**src/rtl/mem_arb_rr.sv**
```systemverilog
// N-port round-robin arbiter sharing one memory bus; ack DELAY+1 cycles after grant, one TURN cycle after writes.
// Optional build macro MEM_ARB_FIXPRI_EN: port 0 fixed highest priority, ports 1..PORTS-1 round-robin.
module mem_arb_rr #(
  parameter int PORTS = 4,
  parameter int AW    = 23,
  parameter int DW    = 16,
  parameter int DELAY = 2
) (
  input  logic                clk,
  input  logic                rst_n,
  input  logic [PORTS-1:0]    req_oe,
  input  logic [PORTS-1:0]    req_we_lo,
  input  logic [PORTS-1:0]    req_we_hi,
  input  logic [PORTS*AW-1:0] req_addr,
  input  logic [PORTS*DW-1:0] req_din,
  output logic [PORTS*DW-1:0] req_dout,
  output logic [PORTS-1:0]    req_ack,
  output logic [AW-1:0]       mem_addr,
  output logic [DW-1:0]       mem_din,
  input  logic [DW-1:0]       mem_dout,
  output logic                mem_oe,
  output logic                mem_we_lo,
  output logic                mem_we_hi,
  output logic                busy
);

  localparam int PW = $clog2(PORTS);
`ifdef MEM_ARB_FIXPRI_EN
  localparam int LO = 1;
`else
  localparam int LO = 0;
`endif
  localparam logic [PW-1:0] PTR_RST = PW'(LO);

  typedef enum logic [1:0] {ST_IDLE, ST_ACCESS, ST_TURN} state_t;

  state_t              r_state, w_state_nxt;
  logic [PORTS-1:0]    r_act_prev, r_pend, r_ack;
  logic [PW-1:0]       r_ptr, r_gnt;
  logic [2:0]          r_cnt;
  logic [AW-1:0]       r_addr;
  logic [DW-1:0]       r_din;
  logic                r_oe, r_we_lo, r_we_hi;
  logic [PORTS*DW-1:0] r_dout;

  logic [PORTS-1:0]    w_act, w_edge, w_req, w_gnt_oh;
  logic [PW-1:0]       w_gnt_idx, w_ptr_nxt;
  logic                w_gnt_vld, w_cnt_done, w_done, w_rd_done, w_arb_en, w_take;
  logic [AW-1:0]       w_addr;
  logic [DW-1:0]       w_din;
  logic                w_oe, w_we_lo, w_we_hi;

  assign w_act      = req_oe | req_we_lo | req_we_hi;
  assign w_edge     = w_act & ~r_act_prev;
  assign w_req      = r_pend | w_edge;
  assign w_cnt_done = (r_cnt == 3'd0);
  assign w_done     = (r_state == ST_ACCESS) && w_cnt_done;
  assign w_rd_done  = w_done && !r_we_lo && !r_we_hi;
  // A completing read re-arbitrates on the same edge so reads run back to back.
  assign w_arb_en   = (r_state == ST_IDLE) || (r_state == ST_TURN) || w_rd_done;
  assign w_take     = w_arb_en && w_gnt_vld;

  // Two passes: ports at/after the pointer, then the ones that wrapped below it.
  always_comb begin
    w_gnt_vld = 1'b0;
    w_gnt_idx = '0;
`ifdef MEM_ARB_FIXPRI_EN
    if (w_req[0]) w_gnt_vld = 1'b1;
`endif
    for (int j = LO; j < PORTS; j++) begin
      if (!w_gnt_vld && w_req[j] && j >= int'(r_ptr)) begin
        w_gnt_vld = 1'b1;
        w_gnt_idx = PW'(j);
      end
    end
    for (int j = LO; j < PORTS; j++) begin
      if (!w_gnt_vld && w_req[j] && j < int'(r_ptr)) begin
        w_gnt_vld = 1'b1;
        w_gnt_idx = PW'(j);
      end
    end
  end

  always_comb begin
    w_ptr_nxt = r_ptr;
    if (int'(w_gnt_idx) == PORTS - 1) w_ptr_nxt = PTR_RST;
    else if (int'(w_gnt_idx) >= LO)   w_ptr_nxt = w_gnt_idx + PW'(1);
  end

  always_comb begin
    w_addr   = '0;
    w_din    = '0;
    w_oe     = 1'b0;
    w_we_lo  = 1'b0;
    w_we_hi  = 1'b0;
    w_gnt_oh = '0;
    for (int i = 0; i < PORTS; i++) begin
      if (PW'(i) == w_gnt_idx) begin
        w_addr      = req_addr[i*AW +: AW];
        w_din       = req_din[i*DW +: DW];
        w_oe        = req_oe[i];
        w_we_lo     = req_we_lo[i];
        w_we_hi     = req_we_hi[i];
        w_gnt_oh[i] = w_take;
      end
    end
  end

  always_ff @(posedge clk) begin
    if (!rst_n) r_state <= ST_IDLE;
    else        r_state <= w_state_nxt;
  end

  always_comb begin
    w_state_nxt = r_state;
    case (r_state)
      ST_IDLE:   if (w_take) w_state_nxt = ST_ACCESS;
      ST_ACCESS: begin
        if (w_cnt_done) begin
          if (r_we_lo || r_we_hi) w_state_nxt = ST_TURN;
          else if (w_take)        w_state_nxt = ST_ACCESS;
          else                    w_state_nxt = ST_IDLE;
        end
      end
      ST_TURN:   w_state_nxt = w_take ? ST_ACCESS : ST_IDLE;
      default:   w_state_nxt = ST_IDLE;
    endcase
  end

  always_ff @(posedge clk) begin
    if (!rst_n) begin
      r_act_prev <= '0;
      r_pend     <= '0;
      r_ack      <= '0;
      r_ptr      <= PTR_RST;
      r_gnt      <= '0;
      r_cnt      <= '0;
      r_addr     <= '0;
      r_din      <= '0;
      r_oe       <= 1'b0;
      r_we_lo    <= 1'b0;
      r_we_hi    <= 1'b0;
      r_dout     <= '0;
    end else begin
      r_ack      <= '0;
      r_act_prev <= w_act;
      r_pend     <= w_req & ~w_gnt_oh;
      if (r_state == ST_ACCESS && !w_cnt_done) r_cnt <= r_cnt - 3'd1;
      if (w_done) begin
        for (int i = 0; i < PORTS; i++) begin
          if (PW'(i) == r_gnt) begin
            r_ack[i] <= 1'b1;
            if (r_oe) r_dout[i*DW +: DW] <= mem_dout;
          end
        end
        r_oe    <= 1'b0;
        r_we_lo <= 1'b0;
        r_we_hi <= 1'b0;
      end
      if (w_take) begin
        r_gnt   <= w_gnt_idx;
        r_ptr   <= w_ptr_nxt;
        r_addr  <= w_addr;
        r_din   <= w_din;
        r_oe    <= w_oe;
        r_we_lo <= w_we_lo;
        r_we_hi <= w_we_hi;
        r_cnt   <= 3'(DELAY);
      end
    end
  end

  assign req_dout  = r_dout;
  assign req_ack   = r_ack;
  assign mem_addr  = r_addr;
  assign mem_din   = r_din;
  assign mem_oe    = r_oe;
  assign mem_we_lo = r_we_lo;
  assign mem_we_hi = r_we_hi;
  assign busy      = (r_state != ST_IDLE);

endmodule

```
**config.mk**
```make
export PLATFORM = sky130hd
export DESIGN_NAME = mem_arb_rr
export DESIGN_NICKNAME = d
export VERILOG_FILES = /design/src/rtl/mem_arb_rr.sv
export SDC_FILE = /design/constraint.sdc
export NUM_CORES = 1
export LEC_CHECK = 0
export ABC_AREA = 1
export CORE_MARGIN = 4
export CORE_UTILIZATION = 41
export CTS_BUF_LIST = sky130_fd_sc_hd__clkbuf_16
export CTS_CLUSTER_DIAMETER = 150
export DETAILED_ROUTE_END_ITERATION = 10
export PLACE_DENSITY = 0.82
export SLEW_MARGIN = 20
export SYNTH_ARGS = -nofsm -noshare
export SYNTH_HDL_FRONTEND = slang
export SYNTH_SLANG_ARGS = --single-unit
```
**constraint.sdc**
```tcl
create_clock -name clk -period 3.5 [get_ports clk]
set_input_delay 0.7 -clock clk [delete_from_list [all_inputs] [get_ports clk]]
set_output_delay 0.7 -clock clk [all_outputs]
set_load 0.02 [all_outputs]
```
==> metrics.txt, run 1 <==
# TYPE chip_impl_metric gauge
chip_impl_info{name="final_cell_mix",value="295 x clkdlybuf4s50_1, 223 x nand2_1, 151 x o21ai_0, 144 x nor2_1, 127 x dfxtp_1"} 1
chip_impl_metric{name="fin_worst_hold_slack",unit="ns"} 0.462
chip_impl_info{name="timing.critical_path.max_delay_family",value="simple AND/OR/NAND/NOR gates"} 1
chip_impl_metric{name="wl_per_cell",unit="um"} 17.0
chip_impl_metric{name="synth.avg_cell_area",unit="um2"} 6.74
chip_impl_info{name="netlist_top_cells_area",value="dfxtp_1 43%, nand2_1 14%, o21ai_0 13%, nor2_1 9.1%, a21oi_1 7.8%"} 1
chip_impl_info{name="crit_path_cell_trace",value="clkdlybuf4s50_1 > nor2_1 > nand2_1 > nand2_1 > nand2_1 > nand2_1 > nand2_1 > nor2_4 > nand3_1 > nand3_1 > inv_1 > ha_1 > buf_12 > a21oi_1 > o21ai_0 > o211ai_1 > o21ai_0 > nand3_1 > a21oi_1"} 1
chip_impl_info{name="cp_max_stage_cell",value="clkdlybuf4s50_1"} 1
chip_impl_info{name="cts-root-buf",value="clkbuf_16"} 1
chip_impl_metric{name="setup-violations-final",unit=""} 0
chip_impl_metric{name="cp.buffers_inverters",unit=""} 3
chip_impl_metric{name="pin_count",unit=""} 297
chip_impl_metric{name="clkSinkCount",unit=""} 127
chip_impl_metric{name="fmaxAchievable",unit="MHz"} 309
chip_impl_metric{name="vdd_drop_max",unit="mV"} 0.326
chip_impl_info{name="mostFrequentLayoutCell",value="clkdlybuf4s50_1"} 1
chip_impl_metric{name="cap_viol_max_count",unit=""} 0
chip_impl_metric{name="insertion_delay",unit="ns"} 0.41
chip_impl_metric{name="ys_warn_count",unit=""} 0
chip_impl_info{name="cts_tree",value="yes"} 1
chip_impl_metric{name="p_leak",unit="nW"} 4.01
chip_impl_metric{name="cp.arrival",unit="ns"} 3.48
chip_impl_metric{name="cts_post_setup_buffers_inserted",unit=""} 0
chip_impl_metric{name="core_region_area",unit="mm2"} 0.0140
chip_impl_metric{name="layout_worst_path_cycle_share",unit="%"} 92.4
chip_impl_metric{name="antenna_violations_before_repair",unit=""} 2
chip_impl_metric{name="layout-area-overhead-vs-synth",unit="%"} 63.1
chip_impl_info{name="library_cell_occupying_the_most_area_in_the_post_synthesis_netlist",value="dfxtp_1"} 1
chip_impl_metric{name="worstMarginPinSlew",unit="ns"} 1.01
chip_impl_metric{name="grt_pass1_wl",unit="um"} 35800
chip_impl_metric{name="synth.cell_area",unit="mm2"} 0.00595
chip_impl_metric{name="worst_setup_hold_path_clk_slew",unit="ns"} 0.06
chip_impl_info{name="endpoint_kind",value="register"} 1
chip_impl_metric{name="synth.ff_latch_count",unit=""} 127
chip_impl_metric{name="post_cts.resized_instances",unit=""} 0
chip_impl_metric{name="post_synthesis_net_count",unit=""} 1075
chip_impl_info{name="rsz0062_at_grt",value="no"} 1
chip_impl_metric{name="fraction_of_power_spent_switching_nets",unit="%"} 39.9
chip_impl_metric{name="timing.max_slew.rel_slack",unit="%"} 32.7
chip_impl_metric{name="comb_power_share",unit="%"} 48.5
chip_impl_metric{name="buffer_ports.inserted",unit=""} 296
chip_impl_metric{name="cts_buffers",unit=""} 17
chip_impl_metric{name="final_design_area_no_fill",unit="mm2"} 0.00971
chip_impl_metric{name="critPathMaxStageDelay",unit="ns"} 0.43
chip_impl_metric{name="worst_path_maximum_fanout",unit=""} 41
chip_impl_metric{name="post-route-min-period",unit="ns"} 3.24
chip_impl_metric{name="drt_first_pass_iters",unit=""} 5
chip_impl_metric{name="fp-row-count",unit=""} 43
chip_impl_metric{name="place.gp.congestion",unit=""} 0.900
chip_impl_metric{name="die_ar",unit="mm2"} 0.0165
chip_impl_metric{name="totalWireLength",unit="um"} 23100
chip_impl_metric{name="finish.net_count",unit=""} 1355
chip_impl_metric{name="dieHeight",unit="um"} 128
chip_impl_info{name="min-delay-path-class",value="reg2reg"} 1
chip_impl_metric{name="power_density",unit="mW/mm2"} 753
chip_impl_metric{name="htree_levels",unit=""} 4
chip_impl_info{name="worst-setup-path-type",value="in2reg"} 1
chip_impl_metric{name="finalClockSkew",unit="ns"} 0.00603
chip_impl_metric{name="synthCells",unit=""} 883
chip_impl_info{name="status",value="finished clean"} 1
chip_impl_metric{name="die-width",unit="um"} 128
chip_impl_metric{name="first_global_vias",unit=""} 6954
chip_impl_metric{name="ant_nets",unit=""} 0
chip_impl_metric{name="synth.top_cell.area_share",unit="%"} 42.7
chip_impl_metric{name="finalCoreUtilization",unit="%"} 69.1
chip_impl_metric{name="worst_ep_required_time",unit="ns"} 3.75
chip_impl_info{name="worstSetupStartpointType",value="primary input"} 1
chip_impl_metric{name="post-route-drc-count",unit=""} 0
chip_impl_metric{name="dr_vias",unit=""} 7084
chip_impl_metric{name="floorplan.initialDensity",unit="%"} 42.4
chip_impl_metric{name="p_clk_share",unit="%"} 24.4
chip_impl_metric{name="slew_violations",unit=""} 0
chip_impl_info{name="most_numerous_cell_on_the_critical_path",value="nand2_1"} 1
chip_impl_metric{name="dr.first_iter.drc_count",unit=""} 494
chip_impl_metric{name="p_total",unit="mW"} 7.31
chip_impl_metric{name="vias_per_cell",unit=""} 5.22
chip_impl_metric{name="dp.final_hpwl",unit="um"} 16400
chip_impl_metric{name="hold_buffers",unit=""} 0
chip_impl_metric{name="final-hold-violation-count",unit=""} 0
chip_impl_metric{name="grt_util_overall",unit="%"} 27.3
chip_impl_metric{name="synth_cell_type_count",unit=""} 26
chip_impl_metric{name="intPower",unit="mW"} 4.39
chip_impl_metric{name="synth_seq_area_share",unit="%"} 42.7
chip_impl_metric{name="clk_path_buf_depth",unit=""} 2
chip_impl_metric{name="switching_power",unit="mW"} 2.92
chip_impl_metric{name="largest_net_degree_at_the_start_of_global_routing",unit=""} 79
chip_impl_metric{name="seq_power_share",unit="%"} 27.1
chip_impl_metric{name="drive_above_1_share",unit="%"} 6.04
chip_impl_metric{name="setup_tns",unit="ns"} 0
chip_impl_metric{name="global_route.overflow_total",unit=""} 0
chip_impl_metric{name="detailed_place.area",unit="mm2"} 0.00911
==> final cells by class <==
class	count	area, um2
Antenna cell	1	2.50
Clock buffer	17	425
Clock inverter	15	170
Fill cell	1210	4340
Inverter	43	164
Multi-Input combinational cell	656	2990
Sequential cell	127	2540
Tap cell	180	225
Timing Repair Buffer	318	3190
==> through the flow <==
stage | worst slack (ns) | std cells
5_1_grt | 0.0129 | 1357
6_report | 0.264 | 1357
2_1_floorplan | 0.576 | 883
4_1_cts | 0.294 | 1356
3_5_place_dp | -0.106 | 1324
3_3_place_gp | -0.112 | 1324
==> state kept, by name, indices dropped and copies added, names as in the netlist <==
signal and cells:
r_ptr 2, mem_we_lo 1, r_pend 4, mem_oe 1
req_ack 4, mem_addr 23, r_cnt 3, req_dout 64
r_act_prev 4, r_state 2, mem_din 16, mem_we_hi 1
r_gnt 2
==> tightest hold or removal path, delay by kind of cell, from the launching register on <==
| family | cells | cell delay [ns] |
|---|---|---|
| AO/OA/AOI/OAI | 1 | 0.05 |
| AND/OR/NAND/NOR | 1 | 0.06 |
| flip-flops | 1 | 0.30 |
==> path summary, 6_finish.rpt <==
| kind | from | to | slack [ns] | cells after the start |
|---|---|---|---|---|
| hold / removal | mem_addr[10]$_SDFFE_PN0P_ | mem_addr[10]$_SDFFE_PN0P_ | 0.46 | 2 |
| setup reg to reg | r_act_prev[3]$_SDFF_PN0_ | mem_we_lo$_SDFFE_PN0P_ | 0.87 | 15 |
| setup / recovery | req_we_lo[1] | mem_we_lo$_SDFFE_PN0P_ | 0.26 | 19 |
| hold reg to reg | mem_addr[10]$_SDFFE_PN0P_ | mem_addr[10]$_SDFFE_PN0P_ | 0.46 | 2 |
==> logic make-up after synthesis <==
group | synth area share (%)
AND/OR/NAND/NOR | 27.2
buffers and inverters | 7.05
flip-flops | 42.7
AO/OA/AOI/OAI | 21.8
adder cells (fa/ha/maj) | 1.26
==> power by group through the flow <==
stage                     sequential (mW)  clock, mW  combinational (mW)
final                                1.98       1.78                3.54
after global routing                 2.02       1.87                3.90
after CTS                            1.98       1.81                3.55
after detailed placement             2.01          0                3.52
after global placement               2.00          0                3.49
after floorplan                      2.34          0                1.73
==> per-layer routing <==
metal	vias to the layer above	global-route usage (%)	wire length (um)	part of all wire [%]
li1	3433	-	-	-
met1	3267	31.0	8890	39
met2	327	45.8	10800	47
met3	55	10.6	2580	11
met4	2	11.4	799	3.5
met5	-	0	8	0.035
==> cells in the mapped netlist <==
library cell	instances
buf_2	12
nor2_4	3
nor3_4	3
nand4_4	1
nor2_1	144
or2_2	1
a31oi_1	2
nand2_4	2
nand3_2	1
inv_1	36
nor3_1	4
ha_1	6
o31ai_4	1
buf_4	7
nand2_1	223
o21ai_1	2
nand4_1	1
clkbuf_1	38
o221ai_1	1
o211ai_1	3
inv_4	1
a21oi_1	93
inv_2	6
dfxtp_1	127
o21ai_0	151
nand3_1	14
Power figures use the tool's default switching activity.
==> run 2, diff against run 1 <==
--- a/config.mk
+++ b/config.mk
@@ -7,12 +7,12 @@
 export LEC_CHECK = 0
 export ABC_AREA = 1
 export CORE_MARGIN = 4
-export CORE_UTILIZATION = 41
-export CTS_BUF_LIST = sky130_fd_sc_hd__clkbuf_16
+export CORE_UTILIZATION = 42
+export CTS_BUF_LIST = sky130_fd_sc_hd__clkbuf_8
 export CTS_CLUSTER_DIAMETER = 150
 export DETAILED_ROUTE_END_ITERATION = 10
-export PLACE_DENSITY = 0.82
-export SLEW_MARGIN = 20
+export PLACE_DENSITY = 0.83
+export SLEW_MARGIN = 5
 export SYNTH_ARGS = -nofsm -noshare
 export SYNTH_HDL_FRONTEND = slang
 export SYNTH_SLANG_ARGS = --single-unit
==> metrics.txt, run 2 (same netlist as run 1, synthesis figures left out) <==
# TYPE chip_impl_metric gauge
chip_impl_metric{name="die_ar",unit="mm2"} 0.0161
chip_impl_metric{name="seq_power_share",unit="%"} 28.0
chip_impl_metric{name="vdd_drop_max",unit="mV"} 0.305
chip_impl_metric{name="insertion_delay",unit="ns"} 0.44
chip_impl_metric{name="clk_path_buf_depth",unit=""} 2
chip_impl_info{name="route.top_layer_used",value="met5"} 1
chip_impl_metric{name="switching_power",unit="mW"} 2.85
chip_impl_metric{name="fp-row-count",unit=""} 43
chip_impl_metric{name="timing.max_slew.rel_slack",unit="%"} 35.1
chip_impl_metric{name="place.gp.congestion",unit=""} 0.917
chip_impl_metric{name="dr_vias",unit=""} 7073
chip_impl_metric{name="wl_met2",unit="um"} 10700
chip_impl_metric{name="first_global_vias",unit=""} 6566
chip_impl_metric{name="rrSetupSlack",unit="ns"} 0.94
chip_impl_metric{name="number_of_flip_flops_in_the_largest_register",unit=""} 64
chip_impl_metric{name="layout_worst_path_cycle_share",unit="%"} 88.6
chip_impl_metric{name="finalClockSkew",unit="ns"} 0.00841
chip_impl_metric{name="fmaxAchievable",unit="MHz"} 322
chip_impl_info{name="min-delay-path-class",value="reg2reg"} 1
chip_impl_info{name="worstSetupStartpointType",value="primary input"} 1
chip_impl_metric{name="slew_violations",unit=""} 0
chip_impl_metric{name="drive_above_1_share",unit="%"} 6.38
chip_impl_metric{name="grt_pass1_wl",unit="um"} 35000
chip_impl_metric{name="wl_per_cell",unit="um"} 16.8
chip_impl_info{name="rsz0062_at_grt",value="no"} 1
chip_impl_metric{name="met1_wirelength",unit="um"} 8800
chip_impl_metric{name="htree_levels",unit=""} 4
chip_impl_metric{name="post-route-drc-count",unit=""} 0
chip_impl_metric{name="cp.arrival",unit="ns"} 3.46
chip_impl_metric{name="layout_setup_ws",unit="ns"} 0.397
chip_impl_info{name="status",value="finished clean"} 1
chip_impl_metric{name="met3_wirelength",unit="um"} 2480
chip_impl_info{name="worst-setup-path-type",value="in2reg"} 1
chip_impl_metric{name="grt_util_overall",unit="%"} 27.2
chip_impl_metric{name="cap_viol_max_count",unit=""} 0
chip_impl_metric{name="comb_power_share",unit="%"} 50.5
chip_impl_metric{name="largest_net_degree_at_the_start_of_global_routing",unit=""} 71
chip_impl_metric{name="p_leak",unit="nW"} 3.97
chip_impl_metric{name="global_route.overflow_total",unit=""} 0
chip_impl_metric{name="place_worst_setup_slack",unit="ns"} 0.00306
chip_impl_metric{name="dieHeight",unit="um"} 127
chip_impl_metric{name="worst_path_maximum_fanout",unit=""} 26
chip_impl_metric{name="worstMarginPinSlew",unit="ns"} 0.972
chip_impl_metric{name="buffer_ports.inserted",unit=""} 296
chip_impl_metric{name="finish.net_count",unit=""} 1356
chip_impl_metric{name="hold_buffers",unit=""} 0
chip_impl_metric{name="die-width",unit="um"} 127
chip_impl_metric{name="worst_setup_hold_path_clk_slew",unit="ns"} 0.07
chip_impl_metric{name="post_cts.resized_instances",unit=""} 0
chip_impl_metric{name="worst_ep_required_time",unit="ns"} 3.86
chip_impl_metric{name="pin_count",unit=""} 297
chip_impl_metric{name="antenna_violations_before_repair",unit=""} 4
chip_impl_info{name="cts-root-buf",value="clkbuf_8"} 1
chip_impl_metric{name="clkSinkCount",unit=""} 127
chip_impl_metric{name="layout-area-overhead-vs-synth",unit="%"} 61.5
chip_impl_info{name="mostFrequentLayoutCell",value="clkdlybuf4s50_1"} 1
chip_impl_metric{name="power_density",unit="mW/mm2"} 735
chip_impl_info{name="endpoint_kind",value="register"} 1
chip_impl_info{name="final_cell_mix",value="295 x clkdlybuf4s50_1, 223 x nand2_1, 151 x o21ai_0, 144 x nor2_1, 127 x dfxtp_1"} 1
chip_impl_metric{name="core_region_area",unit="mm2"} 0.0139
chip_impl_metric{name="ant_nets",unit=""} 0
chip_impl_metric{name="dp.final_hpwl",unit="um"} 16500
chip_impl_metric{name="p_clk_share",unit="%"} 21.5
chip_impl_metric{name="final-hold-violation-count",unit=""} 0
chip_impl_metric{name="cts_buffers",unit=""} 17
chip_impl_metric{name="vias_per_cell",unit=""} 5.20
chip_impl_metric{name="totalWireLength",unit="um"} 22900
chip_impl_metric{name="drt_first_pass_iters",unit=""} 5
chip_impl_metric{name="fraction_of_power_spent_switching_nets",unit="%"} 40.3
chip_impl_metric{name="cts_post_setup_buffers_inserted",unit=""} 0
chip_impl_metric{name="dr.first_iter.drc_count",unit=""} 476
chip_impl_metric{name="intPower",unit="mW"} 4.21
chip_impl_metric{name="setup_tns",unit="ns"} 0
chip_impl_metric{name="floorplan.initialDensity",unit="%"} 42.9
chip_impl_metric{name="post-route-min-period",unit="ns"} 3.10
chip_impl_info{name="cts_tree",value="yes"} 1
chip_impl_metric{name="setup-violations-final",unit=""} 0
[run 2: routing by layer]
| layer | vias up | global-route usage [%] |
|---|---|---|
| li1 | 3428 | - |
| met1 | 3194 | 32.7 |
| met2 | 391 | 43.5 |
| met3 | 58 | 9.66 |
| met4 | 2 | 12.6 |
| met5 | - | 0 |
[run 2: through the flow]
stage	total power, mW	instance area (um2)	hold slack (ns)	utilization (%)	instances
floorplan	4.06	5950	0.440	-	883
global placement	5.48	9130	0.451	65.8	1325
detailed placement	5.54	9130	0.455	65.8	1325
CTS	7.07	9600	0.466	69.2	1356
global route	7.52	9610	0.480	69.2	1359
finish	7.06	9610	0.463	69.2	1359
[run 2: area by class of cell]
cell class	count	area (um2)
Fill cell	1141	4270
Timing Repair Buffer	319	3210
Multi-Input combinational cell	656	2990
Sequential cell	127	2540
Clock inverter	14	241
Clock buffer	17	234
Tap cell	180	225
Inverter	43	164
Antenna cell	3	7.51
[run 2: final timing paths]
path                             startpoint                   endpoint  depth (start not counted)
hold / removal    mem_addr[14]$_SDFFE_PN0P_  mem_addr[14]$_SDFFE_PN0P_                          2
setup / recovery               req_we_lo[1]  mem_addr[11]$_SDFFE_PN0P_                         22
hold reg to reg   mem_addr[14]$_SDFFE_PN0P_  mem_addr[14]$_SDFFE_PN0P_                          2
setup reg to reg   r_act_prev[3]$_SDFF_PN0_  mem_addr[11]$_SDFFE_PN0P_                         18
[run 2: critical path: stages]
cell             delay, ns
clkdlybuf4s50_1       0.43
nor2_1                0.22
nand2_1               0.08
nand2_1               0.06
nand2_1               0.06
nand2_1               0.07
nand2_1               0.11
nor2_4                0.11
nand4_1               0.09
nand2_1               0.10
inv_1                 0.06
ha_1                  0.18
inv_1                 0.07
nand2_1               0.06
inv_1                 0.15
buf_12                0.20
nand2_1               0.06
nand2_1               0.05
o21ai_0               0.12
o21ai_0               0.20
nand2_1               0.08
a21oi_1               0.17
[run 2: power by group through the flow]
stage	logic [mW]	registers [mW]	clock network [mW]
after floorplan	1.73	2.34	0
after global placement	3.49	1.99	0
after detailed placement	3.54	2.00	0
after CTS	3.55	1.97	1.54
after global routing	3.89	2.01	1.61
final	3.57	1.98	1.52
